`config.mk`:
```
export PLATFORM = sky130hd
export DESIGN_NAME = micro_sequencer
export DESIGN_NICKNAME = d
export VERILOG_FILES = /design/src/rtl/micro_sequencer.sv
export SDC_FILE = /design/constraint.sdc
export NUM_CORES = 1
export LEC_CHECK = 0
export BUFFER_PORTS_ARGS = -buffer_cell sky130_fd_sc_hd__buf_2
export CAP_MARGIN = 20
export CORE_MARGIN = 4
export CORE_UTILIZATION = 25
export CTS_CLUSTER_SIZE = 8
export DETAILED_ROUTE_END_ITERATION = 10
export MAX_ROUTING_LAYER = met4
export PLACE_DENSITY = 0.52
export REMOVE_ABC_BUFFERS = 1
export SLEW_MARGIN = 20
export SYNTH_ARGS = -nofsm -noshare
export SYNTH_HDL_FRONTEND = slang
export SYNTH_SLANG_ARGS = --single-unit
```
`constraint.sdc`:
```
create_clock -name clk -period 3.85 [get_ports clk]
set_input_delay 0.385 -clock clk [delete_from_list [all_inputs] [get_ports clk]]
set_output_delay 0.385 -clock clk [all_outputs]
set_load 0.01 [all_outputs]
```
`src/rtl/micro_sequencer.sv`:
```
// micro_sequencer: uPC sequencer for the microcode control store; define USEQ_TRACE_EN for retire trace outputs
module micro_sequencer #(
  parameter int ADDR_W     = 9,
  parameter int ROM_DEPTH  = 76,
  parameter int ENTRY_ADDR = 0,
  parameter int MAX_USTEPS = 65535,
  parameter int CNT_W      = 16
) (
  input  logic              clk,
  input  logic              rst_n,
  input  logic              start,
  input  logic              abort,
  input  logic              stall,
  input  logic              step_mode,
  input  logic              step,
  input  logic [ADDR_W-1:0] next_addr,
  input  logic              end_flag,
  output logic [ADDR_W-1:0] upc,
  output logic              running,
  output logic              done,
  output logic              timeout,
  output logic              bad_addr,
  output logic [CNT_W-1:0]  ucount
`ifdef USEQ_TRACE_EN
  ,
  output logic              trace_valid,
  output logic [ADDR_W-1:0] trace_addr
`endif
);
  typedef enum logic [1:0] {IDLE, RUN, DONE, FAULT} state_t;
  state_t state, state_n;
  logic [ADDR_W-1:0] upc_n;
  logic [CNT_W-1:0] cnt_n;
  logic to_n, bad_n, step_q, adv, oob, wd;
  assign adv = !stall && (!step_mode || (step && !step_q));
  assign oob = next_addr >= ADDR_W'(ROM_DEPTH);
  assign wd = ucount == CNT_W'(MAX_USTEPS - 1);
  assign running = state == RUN;
  assign done = state == DONE;
  always_comb begin
    state_n = state;
    upc_n = upc;
    cnt_n = ucount;
    to_n = timeout;
    bad_n = bad_addr;
    if (abort) begin
      state_n = IDLE;
      upc_n = ADDR_W'(ENTRY_ADDR);
      cnt_n = '0;
      to_n = 1'b0;
      bad_n = 1'b0;
    end else begin
      case (state)
        IDLE, DONE: if (start) begin
          state_n = RUN;
          upc_n = ADDR_W'(ENTRY_ADDR);
          cnt_n = '0;
        end
        RUN: if (adv) begin
          // end_flag outranks both faults, so next_addr is don't-care on the last word
          if (end_flag) begin
            state_n = DONE;
            upc_n = ADDR_W'(ENTRY_ADDR);
            cnt_n = ucount + 1'b1;
          end else if (oob) begin
            state_n = FAULT;
            bad_n = 1'b1;
          end else if (wd) begin
            state_n = FAULT;
            to_n = 1'b1;
            cnt_n = CNT_W'(MAX_USTEPS);
          end else begin
            upc_n = next_addr;
            cnt_n = ucount + 1'b1;
          end
        end
        default: ;
      endcase
    end
  end
  always_ff @(posedge clk or negedge rst_n) begin
    if (!rst_n) begin
      state <= IDLE;
      upc <= ADDR_W'(ENTRY_ADDR);
      ucount <= '0;
      timeout <= 1'b0;
      bad_addr <= 1'b0;
      step_q <= 1'b0;
    end else begin
      state <= state_n;
      upc <= upc_n;
      ucount <= cnt_n;
      timeout <= to_n;
      bad_addr <= bad_n;
      step_q <= step;
    end
  end
`ifdef USEQ_TRACE_EN
  logic retire;
  assign retire = !abort && state == RUN && adv && (end_flag || (!oob && !wd));
  always_ff @(posedge clk or negedge rst_n) begin
    if (!rst_n) begin
      trace_valid <= 1'b0;
      trace_addr <= '0;
    end else begin
      trace_valid <= retire;
      trace_addr <= retire ? upc : (state_n == RUN || state_n == DONE) ? trace_addr : '0;
    end
  end
`endif
endmodule
```
== After elaboration in Yosys (flattened, before gate mapping) ==
Index checks and enable logic that the tools add are counted.
Word-level totals
  input port bits: 17
  bits in registers: 30
  output and inout port bits: 29
  logic and storage cells: 68
Operators by class
  eq/ne operators: 10
  reductions and logical operators: 18
  add/sub/neg operators: 1
  mux-type cells: 32
  $lt $le $gt $ge: 1
Operators with widths (number)
  $mux 16: 6
  $mux 9: 6
  $pmux 16 s2: 1
  $pmux 9 s2: 1
  $add 16x1->16 const B: 1
  $eq 16x16->1 const B: 1
  $mux 2: 6
  $reduce_and 4->1: 3
  $mux 1: 11
  $reduce_and 5->1: 2
  $ge 9x7->1 const B: 1
  $ne 4x4->1 const B: 2
  $reduce_bool 2->1: 4
  $ne 5x3->1 const B: 1
  $ne 2x2->1 const B: 2
  $pmux 2 s2: 1
  $logic_not 1->1: 3
  $ne 3x2->1 const B: 1
  $ne 3x3->1 const B: 1
  $reduce_bool 3->1: 1
  $eq 2x1->1 const B: 1
  $eq 2x2->1 const B: 1
  $logic_and 1x1->1: 2
  $logic_not 2->1: 1
  other kinds (2): 2

== Depth between registers and ports, before layout ==
  depth in word-level cells: 7
  depth in mapped cells: 8
  depth with buffers taken out: 7

== Worst setup path after synthesis ==
No wires, ideal clock.
  kind: flip-flop to flip-flop
  start: register ucount[0]
  end: register ucount[1]
  setup time: 64 ps
  buffers on the path: 1
  clock period less this slack: 1841 ps
  setup slack: 2009 ps
  data required time: 3786 ps
  stages on the path, launching flop included: 8
  data arrival time: 1777 ps
  cell sequence: dfrtp_1 > inv_1 > ha_1 > nand4b_1 > or4_1 > buf_2 > a211oi_1 > a21o_1
Between the ends
  word-level cells in the longest chain between the ends: 7
  elaborated cells between the ends (all ways): 8
  those cells by class: add/sub (1); eq/ne (1); mux (6)
RTL lines
  start, declared: RTL line 23  | output logic [CNT_W-1:0] ucount
  start signal, assigned: RTL line 92  | ucount <= cnt_n;
  $add 16x1->16 / $eq 16x16->1 (equally long branches): RTL line 64, 74, 37
  $mux 16: RTL line 68  | end else if (wd) begin
  $mux 16: RTL line 65  | end else if (oob) begin
  $mux 16 (*): RTL line 61  | if (end_flag) begin
  $mux 16 (*): RTL line 59  | RUN: if (adv) begin
  $pmux 16 s2 (*): RTL line 53  | case (state)
  $mux 16 (*): RTL line 46  | if (abort) begin
Mark *: on every way between the ends. The rest lies on a longest branch, timed or not. The select of a mux whose other input is x is not followed.
A chain may end at the register's enable or synchronous reset.

== Final worst setup path ==
  start: register ucount[0]
  end: register ucount[10]
Same word-level chain as after synthesis.

==> results.json <==
{
  "grt_pass1_vias": 1493,
  "ff2ff_setup_slack_ns": 1.65,
  "hpwl_um": 3153,
  "routedWlPerCell_um": 15.07,
  "rows": 29,
  "cp_slowest_stage_delay_ns": 0.81,
  "reg2regPathDepth": 6,
  "finalNetCount": 233,
  "cts_made_buffers": 5,
  "switching_power_uw": 178.9,
  "synth-seq-cells": 30,
  "reg2reg_to": "ucount[10]",
  "cts_setup_buffers": 0,
  "drc": 0,
  "n_antenna_cell": 0,
  "slew_viol_final": 0,
  "fmax_mhz": 454.4,
  "hold_violations": 0,
  "grt_use_total_pct": 11.64,
  "viasPerCell": 5.182,
  "fin_ws_ns": 1.650,
  "crit_chain": "inv_1, ha_1, nand4b_1, or4_1, a41o_1, a2bb2oi_1",
  "syn_area_um2": 1670,
  "rsz0062_at_grt": "no",
  "die-height_um": 89.74,
  "crit_arrival_ns": 2.42,
  "drt_iter0_drc": 78,
  "cts_max_level": 2,
  "detail-route-antenna-nets": 0,
  "drv_cap": 0,
  "synth_edf_count": 0,
  "layout-drive-gt1-share_pct": 29.30,
  "cts.sinks": 30,
  "synthCells": 170,
  "p_leak_uw": 0.0009982,
  "grt_antenna_before_repair": 0,
  "report.final.setup_viol": 0,
  "nFillCells": 686,
  "worstPathRequired_ns": 4.07,
  "p_int_uw": 622.1,
  "clk_pin_slew_ns": 0.07,
  "synth_flop_cell": "dfrtp_1",
  "cts_tree": "built",
  "min_path_type": "input pin to async pin",
  "crit_type": "register to register",
  "relSlewSlack_pct": 37.21,
  "insertion_delay_ns": 0.30,
  "die-area_um2": 8053,
  "grt_max_degree": 31,
  "start_kind": "register",
  "placed_cell_area_um2": 1919,
  "max-clock-path-buffers": 2,
  "grt-ovfl-total": 0,
  "finalInstanceArea_um2": 2062,
  "initial_core_util_pct": 26.01,
  "clockRootBuffer": "clkbuf_8",
  "ios": 46,
  "whs_ns": 0.1227,
  "endpoint_kind": "register",
  "powerDensity_nw_per_um2": 388.4,
  "slowest_stage": "or4_1",
  "startpoint": "ucount[0]",
  "core-area_um2": 6422,
  "power.share.combinational_pct": 9.0,
  "dr.pass1.iters": 5,
  "yosysSeqAreaShare_pct": 44.94,
  "synthArstFlopShare_pct": 100.0,
  "ir_worst_vdd_mv": 0.1495,
  "clock_power_share_pct": 50.4,
  "synth.avg_cell_area_um2": 9.826,
  "worst_pin_slew_ns": 0.9346,
  "setup_tns_ns": 0,
  "switching_share_pct": 22.34,
  "pre_cts_ws_ns": 1.656,
  "yosysWarnings": 0,
  "vias": 1513,
  "cts_hold_buffers": 0,
  "dieWidth_um": 89.74,
  "synth_cell_types": 44,
  "port_buffers": 45,
  "syn2layout_area_growth_pct": 23.45,
  "gp_congestion": 0.8026,
  "finalCritPeriodShare_pct": 57.16,
  "clock_skew_ns": 0.01120,
  "cp_max_fo": 21,
  "grt_pass1_wl_um": 7320,
  "mostFrequentLayoutCells": "buf_2 (45), dfrtp_1 (30), a21oi_1 (24)",
  "seqPwrFrac_pct": 40.7,
  "cts_resized": 0,
  "r2r_start": "ucount[0]",
  "layout_commonest_cell": "buf_2",
  "min_period_ns": 2.201,
  "status": "finished, final reports clean",
  "routed_wl_um": 4401
}
layout make-up:
cell class | instances | area, µm² | share of cell area, %
inverters | 5 | 18.77 | 0.9102
well taps | 77 | 96.34 | 4.672
clock inverters | 2 | 60.06 | 2.913
flip-flops and latches | 30 | 750.7 | 36.41
clock buffers | 6 | 82.58 | 4.005
repair buffers | 46 | 232.7 | 11.29
multi-input cells | 126 | 820.8 | 39.81
metal layers:
| metal | up-vias | global-route usage [%] | wire (µm) |
|---|---|---|---|
| li1 | 733 | - | - |
| met1 | 713 | 15.05 | 2135 |
| met2 | 58 | 16.23 | 1840 |
| met4 | 0 | 5.364 | 89 |
| met3 | 9 | 4.174 | 336 |
| met5 | - | - | 0 |
power groups by stage:
stage	clock, µW	combinational, µW	sequential (µW)
6_report	403	71.8	326
5_1_grt	429	80.5	327
4_1_cts	415	73.2	326
3_5_place_dp	0	73.2	332
3_3_place_gp	0	73.2	331
2_1_floorplan	0	36.0	333
registers in the layout, summed over array words and instances, names as in the netlist:
signal,cells
ucount,16
timeout,1
bad_addr,1
step_q,1
state,2
upc,9
synthesized netlist by cell type, types with 2 or more instances:
cell type / instances / area, µm²
dfrtp_1: 30 / 750.7
a21oi_1: 24 / 120.1
nor2_1: 14 / 52.55
nand3_1: 11 / 55.05
o21ai_0: 10 / 50.05
a22o_1: 7 / 61.31
o22a_1: 6 / 52.55
a31oi_1: 5 / 31.28
inv_1: 5 / 18.77
and3_1: 4 / 25.02
buf_2: 4 / 20.02
nand2_1: 4 / 15.01
a2bb2oi_1: 3 / 26.28
nand4_1: 3 / 18.77
nor3_1: 3 / 15.01
a211oi_1: 2 / 15.01
and2_1: 2 / 12.51
buf_12: 2 / 40.04
ha_1: 2 / 25.02
nand2b_1: 2 / 12.51
o31ai_1: 2 / 15.01
or2_2: 2 / 12.51
or4_1: 2 / 15.01
worst max-delay path, delay by kind of cell (launching register included):
kind / cells / cell delay [ns]
and+or+nand+nor: 2 / 0.90
AOI/OAI and AO/OA: 2 / 0.51
DFF: 1 / 0.44
adders and majority gates: 1 / 0.19
buffers and inverters: 1 / 0.10
logic make-up after synthesis:
kind of cell               count (synthesis)  synth area share (%)
AOI/OAI and AO/OA                         70                 29.51
and+or+nand+nor                           54                 18.13
DFF                                       30                 44.94
buffers and inverters                     14                 5.917
adders and majority gates                  2                 1.498
stage by stage:
step	cells	total power, µW	utilization [%]
after detailed placement	284	404.8	29.89
after global routing	292	836.2	32.11
after CTS	292	813.8	32.11
after floorplan	161	368.7	-
final	292	800.9	32.11
after global placement	284	404.6	29.89
worst max-delay path by stage:
stage	slack (ns)	end	cells past startpoint
global placement	1.71	ucount[10]	4
floorplan	1.78	upc[0]	5
CTS	1.67	ucount[10]	6
global route	1.52	ucount[12]	7
finish	1.65	ucount[10]	6
detailed placement	1.66	ucount[10]	6
Note: power is estimated with default switching activity, not from simulation.
